==> src/rtl/uart_pkg.sv <==
// Shared UART definitions: receiver FSM encoding and the frame/oversample
// constants also used by the tick generator and the transmitter.
package uart_pkg;
  localparam int UART_OVER      = 16;
  localparam int UART_DATA_BITS = 8;

  typedef enum logic [1:0] {
    IDLE  = 2'd0,
    START = 2'd1,
    DATA  = 2'd2,
    STOP  = 2'd3
  } uart_state_e;
endpackage

==> src/rtl/uart_rx_oversample_if.sv <==
// Receive-side handshake between the UART receiver (master) and the core (slave).
interface uart_rx_oversample_if
  import uart_pkg::*;
#(
  parameter int DATA_BITS = UART_DATA_BITS
);
  logic [DATA_BITS-1:0] rx_data;
  logic                 rx_valid;
  logic                 rx_ack;
  logic                 frame_error;
  logic                 overrun;

  modport master (output rx_data, rx_valid, frame_error, overrun, input rx_ack);
  modport slave  (input rx_data, rx_valid, frame_error, overrun, output rx_ack);
endinterface

==> src/rtl/uart_sync2.sv <==
// Two-flop synchroniser for asynchronous inputs; resets to 1 (idle-high lines).
module uart_sync2 #(
  parameter int WIDTH = 1
) (
  input  logic             clk,
  input  logic             reset_n,
  input  logic [WIDTH-1:0] d,
  output logic [WIDTH-1:0] q
);
  logic [WIDTH-1:0] meta_q, sync_q;

  always_ff @(posedge clk or negedge reset_n) begin
    if (!reset_n) begin
      meta_q <= '1;
      sync_q <= '1;
    end else begin
      meta_q <= d;
      sync_q <= meta_q;
    end
  end

  assign q = sync_q;
endmodule

==> src/rtl/uart_rx_oversample.sv <==
// 8N1 UART receiver driven by an OVER-x oversample tick; samples each bit at its
// centre and hands bytes to the core over a valid/ack handshake.
module uart_rx_oversample
  import uart_pkg::*;
#(
  parameter int DATA_BITS = UART_DATA_BITS,
  parameter int OVER      = UART_OVER
) (
  input  logic clk,
  input  logic reset_n,
  input  logic oversample_tick,
  input  logic rx,
  output logic busy,
  uart_rx_oversample_if.master rif
);
  localparam int TW = $clog2(OVER);
  localparam int BW = $clog2(DATA_BITS);
  localparam logic [TW-1:0] HALF_LAST = TW'(OVER/2 - 1);
  localparam logic [TW-1:0] TICK_LAST = TW'(OVER - 1);
  localparam logic [BW-1:0] BIT_LAST  = BW'(DATA_BITS - 1);

  logic rx_s;
  uart_sync2 #(.WIDTH(1)) u_sync (.clk(clk), .reset_n(reset_n), .d(rx), .q(rx_s));

  uart_state_e          state_q, state_d;
  logic [TW-1:0]        tick_cnt_q, tick_cnt_d;
  logic [BW-1:0]        bit_cnt_q, bit_cnt_d;
  logic [DATA_BITS-1:0] shift_q, shift_d;
  logic [DATA_BITS-1:0] rx_data_q, rx_data_d;
  logic                 rx_valid_q, rx_valid_d;
  logic                 frame_error_q, frame_error_d;
  logic                 overrun_q, overrun_d;
  logic                 stop_hit;

  always_ff @(posedge clk or negedge reset_n) begin
    if (!reset_n) begin
      state_q       <= IDLE;
      tick_cnt_q    <= '0;
      bit_cnt_q     <= '0;
      shift_q       <= '0;
      rx_data_q     <= '0;
      rx_valid_q    <= 1'b0;
      frame_error_q <= 1'b0;
      overrun_q     <= 1'b0;
    end else begin
      state_q       <= state_d;
      tick_cnt_q    <= tick_cnt_d;
      bit_cnt_q     <= bit_cnt_d;
      shift_q       <= shift_d;
      rx_data_q     <= rx_data_d;
      rx_valid_q    <= rx_valid_d;
      frame_error_q <= frame_error_d;
      overrun_q     <= overrun_d;
    end
  end

  // Everything advances on ticks only; stop_hit marks the stop-bit centre sample.
  always_comb begin
    state_d    = state_q;
    tick_cnt_d = tick_cnt_q;
    bit_cnt_d  = bit_cnt_q;
    shift_d    = shift_q;
    stop_hit   = 1'b0;
    if (oversample_tick) begin
      case (state_q)
        IDLE: if (!rx_s) begin
          state_d    = START;
          tick_cnt_d = '0;
        end
        START: if (tick_cnt_q == HALF_LAST) begin
          tick_cnt_d = '0;
          if (!rx_s) begin
            state_d   = DATA;
            bit_cnt_d = '0;
          end else begin
            state_d = IDLE;
          end
        end else begin
          tick_cnt_d = tick_cnt_q + 1'b1;
        end
        DATA: if (tick_cnt_q == TICK_LAST) begin
          tick_cnt_d = '0;
          shift_d    = {rx_s, shift_q[DATA_BITS-1:1]};
          if (bit_cnt_q == BIT_LAST) state_d = STOP;
          else bit_cnt_d = bit_cnt_q + 1'b1;
        end else begin
          tick_cnt_d = tick_cnt_q + 1'b1;
        end
        STOP: if (tick_cnt_q == TICK_LAST) begin
          state_d    = IDLE;
          tick_cnt_d = '0;
          stop_hit   = 1'b1;
        end else begin
          tick_cnt_d = tick_cnt_q + 1'b1;
        end
        default: state_d = IDLE;
      endcase
    end
  end

  // A completion in the ack cycle loads the new byte with no overrun.
  always_comb begin
    busy          = (state_q != IDLE);
    rx_data_d     = rx_data_q;
    rx_valid_d    = rx_valid_q;
    frame_error_d = 1'b0;
    overrun_d     = 1'b0;
    if (rx_valid_q && rif.rx_ack) rx_valid_d = 1'b0;
    if (stop_hit) begin
      if (rx_s) begin
        rx_data_d  = shift_q;
        rx_valid_d = 1'b1;
        overrun_d  = rx_valid_q && !rif.rx_ack;
      end else begin
        frame_error_d = 1'b1;
      end
    end
  end

  assign rif.rx_data     = rx_data_q;
  assign rif.rx_valid    = rx_valid_q;
  assign rif.frame_error = frame_error_q;
  assign rif.overrun     = overrun_q;
endmodule

==> src/flat_wrapper.sv <==
// flat-port wrapper written by rule: the top's interface ports become plain ports
module uart_rx_oversample_flat import uart_pkg::*;
#(
  parameter int DATA_BITS = UART_DATA_BITS,
  parameter int OVER      = UART_OVER
)
  (clk, reset_n, oversample_tick, rx, busy, rif_rx_data, rif_rx_valid, rif_frame_error, rif_overrun, rif_rx_ack);
  uart_rx_oversample_if #(.DATA_BITS(DATA_BITS)) rif_i ();
  input  logic clk;
  input  logic reset_n;
  input  logic oversample_tick;
  input  logic rx;
  output logic busy;
  output wire logic [$bits(rif_i.rx_data)-1:0] rif_rx_data;
  output wire logic [$bits(rif_i.rx_valid)-1:0] rif_rx_valid;
  output wire logic [$bits(rif_i.frame_error)-1:0] rif_frame_error;
  output wire logic [$bits(rif_i.overrun)-1:0] rif_overrun;
  input wire logic [$bits(rif_i.rx_ack)-1:0] rif_rx_ack;
  assign rif_rx_data = rif_i.rx_data;
  assign rif_rx_valid = rif_i.rx_valid;
  assign rif_frame_error = rif_i.frame_error;
  assign rif_overrun = rif_i.overrun;
  assign rif_i.rx_ack = rif_rx_ack;
  uart_rx_oversample #(.DATA_BITS(DATA_BITS), .OVER(OVER)) u_core (.clk(clk), .reset_n(reset_n), .oversample_tick(oversample_tick), .rx(rx), .busy(busy), .rif(rif_i));
endmodule
==> config.mk <==
export PLATFORM = sky130hd
export DESIGN_NAME = uart_rx_oversample_flat
export DESIGN_NICKNAME = d
export VERILOG_FILES = /design/src/rtl/uart_pkg.sv /design/src/rtl/uart_rx_oversample_if.sv /design/src/rtl/uart_sync2.sv /design/src/rtl/uart_rx_oversample.sv /design/src/flat_wrapper.sv
export SDC_FILE = /design/constraint.sdc
export NUM_CORES = 1
export LEC_CHECK = 0
export CAP_MARGIN = 15
export CORE_ASPECT_RATIO = 1.5
export CORE_UTILIZATION = 50
export DETAILED_ROUTE_END_ITERATION = 10
export HOLD_SLACK_MARGIN = 0.08
export PLACE_DENSITY = 0.73
export SLEW_MARGIN = 20
export SYNTH_ARGS = -nofsm -noshare
export SYNTH_HDL_FRONTEND = slang
export SYNTH_SLANG_ARGS = --single-unit
==> constraint.sdc <==
create_clock -name clk -period 1.96 [get_ports clk]
set_input_delay 0.392 -clock clk [delete_from_list [all_inputs] [get_ports clk]]
set_output_delay 0.392 -clock clk [all_outputs]
set_load 0.005 [all_outputs]
# After elaboration in Yosys (flattened, before gate mapping)
# Index checks and enable logic that the tools add are counted.
# word_totals
regBits	30
input_bits	5
output_inout_bits	12
word_cells	63
# classes
add_sub_neg	2
n_eq_ne	13
n_mux	26
n_reduce_logical	12
# ops
operator	n
$mux W2	6
$mux W3	4
$mux W4	3
$pmux W4 S3	1
$reduce_and A6 Y1	2
$mux W1	10
$ne A2 B1 Y1 const B	4
$pmux W2 S4	1
$ne A2 B2 Y1 const B	3
$pmux W3 S2	1
$add A4 B1 Y4 const B	1
$eq A2 B2 Y1 const B	2
$eq A4 B3 Y1 const B	1
$eq A4 B4 Y1 const B	1
$reduce_and A2 Y1	2
$reduce_bool A2 Y1	2
$add A3 B1 Y3 const B	1
$eq A3 B3 Y1 const B	1
$reduce_and A3 Y1	1
$eq A2 B1 Y1 const B	1
$logic_and A1 B1 Y1	2
$logic_not A2 Y1	1
$reduce_or A2 Y1	1
$logic_not A1 Y1	1

# Longest topological paths before layout
# depth
ltp_word	5
mapped_depth	5
ltp_nobuf	5

# By module
# A second synthesis with hierarchy kept.
# hier_totals
hier_cells	105
area_unflattened_um2	1388.8
# modules_own_cells
mod	instances	cells_per_inst	area_each_um2	seq_area_each_um2
uart_rx_oversample	1	103	1336.3	700.7
uart_sync2	1	2	52.6	52.6

# Least setup slack after synthesis
# OpenSTA, ideal clock, no wires.
# synth_timing
path_kind	register to register
startpoint	register u_core.tick_cnt_q[0]
endpoint	register u_core.rx_data_q[0], in the netlist u_core.rif.rx_data[0]
setup_ps	125
arrival_time_ps	1503
required_ps	1835
setup_slack_ps	332
stages_incl_launch_ff	6
path_buffers	1
synth_period_minus_slack_ps	1628
path_cell_list	dfrtp_1 > ha_1 > nand4_2 > or3_1 > buf_6 > mux2_4
# synth_via
elab_chain_len	5
# synth_lines
item	line_no	source
start: declaration	uart_rx_oversample.sv:26	logic [TW-1:0] tick_cnt_q, tick_cnt_d;
start signal: assignment	uart_rx_oversample.sv:47	tick_cnt_q <= tick_cnt_d;
$eq A4 B4 Y1	uart_rx_oversample.sv:89	STOP: if (tick_cnt_q == TICK_LAST) begin
$mux W1	uart_rx_oversample.sv:89	
$mux W1	uart_rx_oversample.sv:65	case (state_q)
$mux W1	uart_rx_oversample.sv:64	if (oversample_tick) begin
$reduce_and A2 Y1 (no source line)	--	
end signal: assignment	uart_rx_oversample.sv:50	rx_data_q <= rx_data_d;
end: declaration	uart_rx_oversample.sv:29	logic [DATA_BITS-1:0] rx_data_q, rx_data_d;
# No other way between the ends.
# A chain may end at the register's enable or synchronous reset.

==> qor.txt <==
Core Area: 2477 um^2
cells on worst reg2reg path: 5
worst vdd ir: 555.4 uV
Sum Neg Setup Slack: 0 ns
hold endpoint: u_core.u_sync.q
Residual DRC: 2
Die Y-Extent: 64.87 um
vias: 833
Hold Path Origin: u_core.u_sync.meta_q
Synth Flop Type: dfrtp_1
Worst path slowest cell: clkdlybuf4s50_1
Synth Warn #: 0
Crit path largest cell delay: 0.45 ns
ys async rst share: 100.0%
WS Path Type: reg2out
# nets final: 129
Antenna Cells: 0
latest clock arrival within the worst-skew pair: 0.32 ns
Setup Skew: 0.008705 ns
antenna violations before repair: 0
Slew HR: 75.91%
share of layout cells above drive strength 1: 34.43%
# setup viols final: 0
Seq/Total Area, Yosys: 57.17%
pwr dens: 987.3 nW/um^2
full die area: 2848 um^2
Hold Buf Count CTS: 0
DRT iter0 DRCs: 21
routed wire length: 2.220 mm
Mean Syn Cell Area: 14.02 um^2
CTS tree: built
global-route wire length before repair: 3.801 mm
Netlist cell types: 35
CP Data Arrival Time: 1.49 ns
# clock sinks: 30
clock root cell: clkbuf_4
critical-path cell list: or2_4 -> clkdlybuf4s50_1
Slew @ Worst Pin: 0.3613 ns
total gr overflow: 0
IO Port Bufs: 16
FF+latch count, synth: 30
Initial Utilization: 53.18%
Post-Syn Area: 1318 um^2
Area Growth Syn to Fin: 22.03%
failing checks: DRC
fin cells: 146
static leakage: 0.0007934 uW
total clock buffers created by CTS: 5
DRT antenna net count: 0
CP Data Required Time: 1.57 ns
GR Util All Layers: 19.15%
Syn Nets: 102
vias in the first global route: 870
largest net degree at the start of global routing: 31
Post-synth EDFFs: 0
RSZ-0062 raised after global routing: false
max_cap viols: 0
launch point of the worst reg-to-reg path: u_core.tick_cnt_q[0]
status: complete, but fails checks
Worst Path Max Fanout: 6
die width: 43.91 um
Tot Pwr: 1587 uW
HP Class: reg2reg
crit end category: primary output
hold path cells: 0
f_max: 0.5319 GHz
H-tree depth: 2
reg2reg setup slack: 0.26 ns
vias per cell: 5.705
std cell rows: 22
cell count after synthesis: 94
DR pass1 iterations: 9
Layout fillers: 194
Crit Reg-Reg Endpoint: u_core.rif.rx_data[2]
Detail Placement HPWL: 1.530 mm
Worst-path clk slew: 0.08 ns
fin. max-slew vios: 0
number of I/O pins: 17
gpl congestion: 0.8914
final period utilization: 95.92%
clock buffer depth: 2
fin crit period: 1.880 ns
placed cell count: 136
type of origin of the critical path: flop
Hold Vio Cnt, Final: 0
wire per inst: 15.21 um
==> flip-flops by register name, indices dropped and copies added, names as in the netlist, named ones only <==
name / flops
u_core.rif.rx_data: 8
u_core.shift_q: 8
u_core.tick_cnt_q: 4
u_core.bit_cnt_q: 3
u_core.rif.frame_error: 1
u_core.rif.overrun: 1
u_core.rif.rx_valid: 1
u_core.state_q: 1
u_core.u_sync.meta_q: 1
u_core.u_sync.q: 1
==> layout make-up <==
| type | instances | area, um^2 | share of cell area [%] |
|---|---|---|---|
| Sequential cell | 30 | 755.7 | 47.00 |
| Inverter | 2 | 7.507 | 0.4669 |
| Timing Repair Buffer | 25 | 227.7 | 14.16 |
| Clock inverter | 1 | 5.005 | 0.3113 |
| Tap cell | 24 | 30.03 | 1.868 |
| Multi-Input combinational cell | 57 | 526.8 | 32.76 |
| Clock buffer | 7 | 55.05 | 3.424 |
==> power by group <==
group          internal, uW  switching [uW]
Clock                   174             201
Combinational           233             183
Sequential              701            96.9
==> cells in the final DEF (no fill, tap or decap), drive strengths merged, types with 2 or more instances in the layout <==
cell type      netlist  layout
dfrtp               28      28
mux2                19      19
clkdlybuf4s50        0      16
buf                  3       9
clkbuf               2       7
nand2                4       4
nor2                 4       4
a22o                 4       4
ha                   3       3
nand2b               2       2
inv                  2       2
a32o                 2       2
dfstp                2       2
nand4                2       2
nor3                 2       2
==> worst max-delay path by stage <==
stage,end,slack [ns],depth (start not counted)
6_report,busy,0.08,2
5_1_grt,busy,0.04,2
4_1_cts,busy,0.07,2
3_5_place_dp,u_core.rif.rx_data[2],0.04,5
3_3_place_gp,u_core.rif.rx_data[7],0.05,5
2_1_floorplan,u_core.rif.rx_data[0],0.33,5
==> worst max-delay path, delay by kind of cell, from the launching register on <==
family / cells / cell delay (ns)
flip-flops: 1 / 0.44
AND/OR/NAND/NOR: 1 / 0.29
buffers and inverters: 1 / 0.45
==> logic make-up after synthesis <==
kind of cell / synth area share [%]
mux: 19.28
compound gates: 5.793
buf+inv: 3.038
simple gates: 11.21
flops: 57.17
xor+xnor: 0.6649
fa+ha+maj: 2.849
==> metrics by stage <==
stage	area (um^2)	worst slack [ns]	util, %	hold slack, ns
after global routing	1608	0.04400	64.90	0.3678
after global placement	1528	0.04645	61.67	0.3460
after detailed placement	1528	0.03703	61.67	0.3473
after CTS	1608	0.06959	64.90	0.3599
final	1608	0.08004	64.90	0.3587
after floorplan	1318	0.3323	-	0.09641
==> synthesized netlist by cell type, types with 2 or more instances <==
cell type,number,area share [%]
dfrtp_1,28,53
mux2_2,11,9.4
mux2_4,8,9.1
a22o_1,4,2.7
nand2_1,4,1.1
nor2_1,4,1.1
ha_1,3,2.8
a32o_1,2,1.5
dfstp_2,2,4.0
inv_1,2,0.57
nand2b_1,2,0.95
==> routing by layer <==
metal | share of wire (%) | vias up | GRT usage (%)
li1 | - | 393 | -
met1 | 39 | 402 | 18.72
met2 | 52 | 27 | 30.97
met3 | 4.4 | 11 | 6.685
met4 | 5.4 | 0 | 16.29
met5 | 0 | - | 0
==> timing repair <==
item | in CTS | in global routing
setup endpoints to repair | 1 | 0
resized for setup | 3 | 0
setup buffers | 2 | 0
Note: power is estimated with default switching activity, not from simulation.
